--- config.mk ---
export PLATFORM = sky130hd
export DESIGN_NAME = prog_seq_ctrl
export DESIGN_NICKNAME = d
export VERILOG_FILES = /design/src/rtl/prog_seq_pkg.sv /design/src/rtl/prog_addr_table.sv /design/src/rtl/prog_seq_ctrl.sv
export SDC_FILE = /design/constraint.sdc
export NUM_CORES = 1
export LEC_CHECK = 0
export BUFFER_PORTS_ARGS = -buffer_cell sky130_fd_sc_hd__buf_4
export CORE_MARGIN = 4
export CORE_UTILIZATION = 47
export DETAILED_ROUTE_END_ITERATION = 6
export PLACE_DENSITY = 0.73
export RECOVER_POWER = 100
export SYNTH_ARGS = -nofsm -noshare
export SYNTH_HDL_FRONTEND = slang
export SYNTH_SLANG_ARGS = --single-unit
--- constraint.sdc ---
create_clock -name Clk -period 4.2 [get_ports Clk]
set_clock_uncertainty 0.15 [all_clocks]
set_input_delay 0.84 -clock Clk [delete_from_list [all_inputs] [get_ports Clk]]
set_output_delay 0.84 -clock Clk [all_outputs]
set_load 0.05 [all_outputs]
--- src/rtl/prog_seq_pkg.sv ---
// Shared types and constants for the program run controller.
package prog_seq_pkg;
  localparam int L_DEF = 10;
  localparam int NPROG = 4;

  typedef enum logic [2:0] {IDLE, LOAD, RUN, DRAIN, DONE} seq_state_t;
  typedef logic [L_DEF-1:0] pc_addr_t;
endpackage

--- src/rtl/prog_addr_table.sv ---
// Start-address register file: NPROG x L entries, write port only live in IDLE,
// combinational read.
module prog_addr_table
  import prog_seq_pkg::*;
#(
  parameter int L = L_DEF
) (
  input  logic         Clk,
  input  logic         Reset,
  input  logic         i_idle,
  input  logic         i_we,
  input  logic [1:0]   i_widx,
  input  logic [L-1:0] i_wdata,
  input  logic [1:0]   i_ridx,
  output logic [L-1:0] o_rdata
);
  logic [NPROG-1:0][L-1:0] r_tbl;

  always_ff @(posedge Clk) begin
    if (Reset)                r_tbl         <= '0;
    else if (i_we && i_idle)  r_tbl[i_widx] <= i_wdata;
  end

  assign o_rdata = r_tbl[i_ridx];
endmodule

--- src/rtl/prog_seq_ctrl.sv ---
// Program run controller: LOAD -> RUN -> DRAIN -> DONE with watchdog abort.
// Optional macro PROG_STATS_EN adds the RunCycles output.
module prog_seq_ctrl
  import prog_seq_pkg::*;
#(
  parameter int                L         = 10,
  parameter int unsigned       DRAIN_CYC = 2,
  parameter int                WDOG_W    = 16,
  parameter logic [WDOG_W-1:0] WDOG_MAX  = 16'hFFFF
) (
  input  logic              Clk,
  input  logic              Reset,
  input  logic              Start,
  input  logic [1:0]        ProgSel,
  input  logic              CfgWe,
  input  logic [1:0]        CfgIdx,
  input  logic [L-1:0]      CfgAddr,
  input  logic              HaltInsn,
  output logic              PcLoad,
  output logic [L-1:0]      PcLoadAddr,
  output logic              PcEn,
  output logic              Busy,
  output logic              Done,
  output logic              TimeoutErr
`ifdef PROG_STATS_EN
  ,
  output logic [WDOG_W-1:0] RunCycles
`endif
);
  localparam logic [2:0] DRAIN_INIT = 3'(DRAIN_CYC);

  seq_state_t        r_state, w_state_nxt;
  logic [WDOG_W-1:0] r_wdog, w_wdog_nxt;
  logic [2:0]        r_drain, w_drain_nxt;
  logic              r_tmo, w_tmo_nxt;
  logic              r_pc_load, r_pc_en, r_busy, r_done;
  logic [L-1:0]      r_pc_addr;
  logic [L-1:0]      w_tbl_rd;
  logic              w_idle, w_start_acc;

  assign w_idle      = (r_state == IDLE);
  assign w_start_acc = Start && (r_state != DONE);

  // Read happens before this edge's write, so a same-cycle Start sees the old entry.
  prog_addr_table #(.L(L)) u_tbl (
    .Clk     (Clk),
    .Reset   (Reset),
    .i_idle  (w_idle),
    .i_we    (CfgWe),
    .i_widx  (CfgIdx),
    .i_wdata (CfgAddr),
    .i_ridx  (ProgSel),
    .o_rdata (w_tbl_rd)
  );

  always_comb begin
    w_state_nxt = r_state;
    w_wdog_nxt  = r_wdog;
    w_drain_nxt = r_drain;
    w_tmo_nxt   = r_tmo;
    case (r_state)
      IDLE: w_state_nxt = IDLE;
      LOAD: begin
        w_state_nxt = RUN;
        w_wdog_nxt  = '0;
      end
      RUN: begin
        w_wdog_nxt = (&r_wdog) ? r_wdog : r_wdog + 1'b1;
        if (HaltInsn) begin
          w_state_nxt = DRAIN;
          w_drain_nxt = DRAIN_INIT;
        end else if (r_wdog == WDOG_MAX) begin
          w_state_nxt = DONE;
          w_tmo_nxt   = 1'b1;
        end
      end
      DRAIN: begin
        w_drain_nxt = r_drain - 1'b1;
        if (r_drain == 3'd1) w_state_nxt = DONE;
      end
      DONE:    w_state_nxt = IDLE;
      default: w_state_nxt = IDLE;
    endcase
    // An accepted Start restarts from LOAD in any state but DONE.
    if (w_start_acc) begin
      w_state_nxt = LOAD;
      w_wdog_nxt  = '0;
      w_tmo_nxt   = 1'b0;
    end
  end

  always_ff @(posedge Clk) begin
    if (Reset) begin
      r_state   <= IDLE;
      r_wdog    <= '0;
      r_drain   <= '0;
      r_tmo     <= 1'b0;
      r_pc_load <= 1'b0;
      r_pc_addr <= '0;
      r_pc_en   <= 1'b0;
      r_busy    <= 1'b0;
      r_done    <= 1'b0;
    end else begin
      r_state   <= w_state_nxt;
      r_wdog    <= w_wdog_nxt;
      r_drain   <= w_drain_nxt;
      r_tmo     <= w_tmo_nxt;
      r_pc_load <= (w_state_nxt == LOAD);
      r_pc_addr <= (w_state_nxt == LOAD) ? w_tbl_rd : '0;
      r_pc_en   <= (w_state_nxt == RUN);
      r_busy    <= (w_state_nxt == LOAD) || (w_state_nxt == RUN) || (w_state_nxt == DRAIN);
      r_done    <= (w_state_nxt == DONE);
    end
  end

  assign PcLoad     = r_pc_load;
  assign PcLoadAddr = r_pc_addr;
  assign PcEn       = r_pc_en;
  assign Busy       = r_busy;
  assign Done       = r_done;
  assign TimeoutErr = r_tmo;

`ifdef PROG_STATS_EN
  logic [WDOG_W-1:0] r_run_cycles;

  always_ff @(posedge Clk) begin
    if (Reset)
      r_run_cycles <= '0;
    else if (w_state_nxt == DONE && r_state != DONE)
      r_run_cycles <= w_wdog_nxt;
  end

  assign RunCycles = r_run_cycles;
`endif
endmodule

==> flow_summary.json <==
{
  "dieHeight_um": 91.9,
  "yosysTopAreaCellShare": 0.466,
  "ant_nets": 0,
  "grt_overflow": 0,
  "n_antenna_cell": 0,
  "numCtsBuffers": 9,
  "final.min_clock_period_ns": 2.63,
  "syn_avg_cell_area_um2": 10.1,
  "coreArea_um2": 6830,
  "maxCapViolations": 0,
  "cp_slowest_cell": "nor4_1",
  "global_route.peak_usage_layer": "met2",
  "placed_area_um2": 3600,
  "holdWs_ns": 0.329,
  "synth_area_leader_cell": "dfxtp_1",
  "ys_ff_latch": 77,
  "fp-row-count": 30,
  "clkLatencyLatePin_ns": 0.34,
  "cts_max_path_buffers": 2,
  "wl_per_cell_um": 14.4,
  "maxSlewHeadroom": 0.265,
  "outcome": "finished clean",
  "final-seq-area_um2": 1540,
  "initial_core_util": 0.484,
  "grt_pass1_vias": 2361,
  "cts_tree": "built",
  "synth_edf_count": 0,
  "synth_cell_types": 45,
  "fmax_ghz": 0.380,
  "total_power_mw": 1.33,
  "areaGrowthSynthToFinish_pct": 11.7,
  "synth.cell_area_um2": 3310,
  "io_pins": 34,
  "multiInputGateArea_um2": 1650,
  "die_x_um": 91.9,
  "worstSetupEndpointType": "flip-flop",
  "cts_resized": 0,
  "slew_viol_final": 0,
  "grt_util_met1": 0.212,
  "synth_area_leaders": "dfxtp_1, mux2i_1, mux4_2",
  "cp_max_fo": 12,
  "synthesis.instances": 328,
  "required_ns": 4.28,
  "instances_no_fill": 455,
  "synth-async-reset-ratio": 0,
  "startpoint_type": "flip-flop",
  "synth_nets": 350,
  "min-delay-path-class": "flip-flop to flip-flop",
  "use_met3": 0.0254,
  "dp_hpwl_um": 4410,
  "peakVddDrop_v": 0.000259,
  "dieArea_um2": 8440,
  "num_vias": 2465,
  "crit_path_cell_trace": "ha_1, nand3_1, nor4_1, clkbuf_1, nor4b_1, a31o_2",
  "drt_iter0_drc": 137,
  "via_per_inst": 5.42,
  "ctsHoldBuffers": 0,
  "yosysSeqAreaShare": 0.466,
  "clock_sinks": 77,
  "cts.reportedPaths.clkPinSlew_ns": 0.07,
  "p_per_area_nw_per_um2": 360,
  "drc": 0,
  "finalHoldViolations": 0,
  "wl_um": 6550,
  "htreeDepth": 3,
  "arrival_ns": 2.72,
  "nFillCells": 655,
  "drive_above_1_share": 0.134,
  "max_slew.worst_pin.slew_ns": 1.09,
  "grt_use_total": 0.164,
  "grt_max_degree": 52,
  "cts_setup_buffers": 0,
  "finalNetCount": 377,
  "gp_congestion": 0.794,
  "dp_cells": 439,
  "finalSetupTns_ns": 0,
  "antenna_found_initial": 0,
  "crit_type": "flip-flop to flip-flop",
  "power_leakage_nw": 1.38,
  "fin_crit_sh": 0.627,
  "yosys_most_used_dff": "dfxtp_1",
  "critPathMaxStageDelay_ns": 0.85,
  "grt_pass1_wl_um": 11000,
  "setup-violations-final": 0,
  "reg2reg_depth": 6,
  "most-common-layout-cells": "dfxtp_1, mux2i_1, nor2_1, clkbuf_1",
  "final_common_cell": "dfxtp_1",
  "whs_path_depth": 1,
  "port_buffers": 33,
  "cts_root_buf": "clkbuf_8",
  "first_pass_iters": 4,
  "fin_area_um2": 3690,
  "grt_setup_unrepaired": "no",
  "use_met2": 0.265,
  "ys_warn_count": 0
}
## cell type report
cell class / instances / area share
Clock inverter: 6 / 0.0112
Clock buffer: 9 / 0.0335
Sequential cell: 77 / 0.417
Timing Repair Buffer: 35 / 0.0529
Tap cell: 96 / 0.0325
Inverter: 5 / 0.00508
Multi-Input combinational cell: 227 / 0.447
## logic make-up (layout without fill, tap and decap cells)
logic type | count (synthesis) | in the layout | share of synthesized area
and+or+nand+nor | 128 | 128 | 0.203
DFF | 77 | 77 | 0.466
muxes | 55 | 55 | 0.204
AOI/OAI and AO/OA | 41 | 41 | 0.0833
buffers and inverters | 24 | 55 | 0.0314
adders and majority gates | 3 | 3 | 0.0114
## Yosys cell counts (all sizes together) (2+ instances only)
cell type and n:
nor2 42, or3b 3, or4 7, nand4 6, mux4 10, nor2b 13
o211ai 2, nor4 3, dfxtp 77, or2 2, a211oi 5, and3 3
clkbuf 15, nor3b 3, o21ai 6, nand3 10, mux2i 45, nand2 17
o311ai 2, nand2b 6, o31ai 4, inv 5, buf 4, a21oi 13
nor3 8, ha 3, or3 2
## worst max-delay path: cells and delay by family, from the launching register on
kind | cells | cell delay (ns)
AOI/OAI and AO/OA | 1 | 0.23
and+or+nand+nor | 3 | 1.07
DFF | 1 | 0.42
adders and majority gates | 1 | 0.25
buffers and inverters | 1 | 0.42
## sequential cells by signal (all words and copies together) (netlist names)
register	cells
r_state	3
r_wdog	16
PcLoadAddr	10
r_drain	3
TimeoutErr	1
PcEn	1
Done	1
PcLoad	1
u_tbl.r_tbl	40
Busy	1
## metrics by stage
stage,worst slack (ns),utilization
2_1_floorplan,1.98,-
3_3_place_gp,1.51,0.526
3_5_place_dp,1.38,0.526
4_1_cts,1.53,0.551
5_1_grt,1.22,0.540
6_report,1.57,0.540
## where the power goes
group          leakage, nW  total (mW)  internal [mW]  switching, mW
logic                0.676      0.0985         0.0412         0.0573
registers            0.623       0.752          0.744        0.00823
clock network       0.0771       0.479          0.210          0.269
## path summary, 6_finish.rpt
| check | startpoint | endpoint | slack (ns) |
|---|---|---|---|
| worst min register to register | TimeoutErr | TimeoutErr | 0.33 |
| worst max-delay path | r_wdog[0] | r_wdog[0] | 1.57 |
| worst max register to register | r_wdog[0] | r_wdog[0] | 1.57 |
| worst min-delay path | TimeoutErr | TimeoutErr | 0.33 |
## layer usage
layer | share of wire | up-vias
met2 | 0.48 | 35
li1 | - | 1241
met1 | 0.47 | 1181
met4 | 0.017 | 0
met5 | 0 | -
met3 | 0.031 | 8
Note: power is estimated with default switching activity, not from simulation.
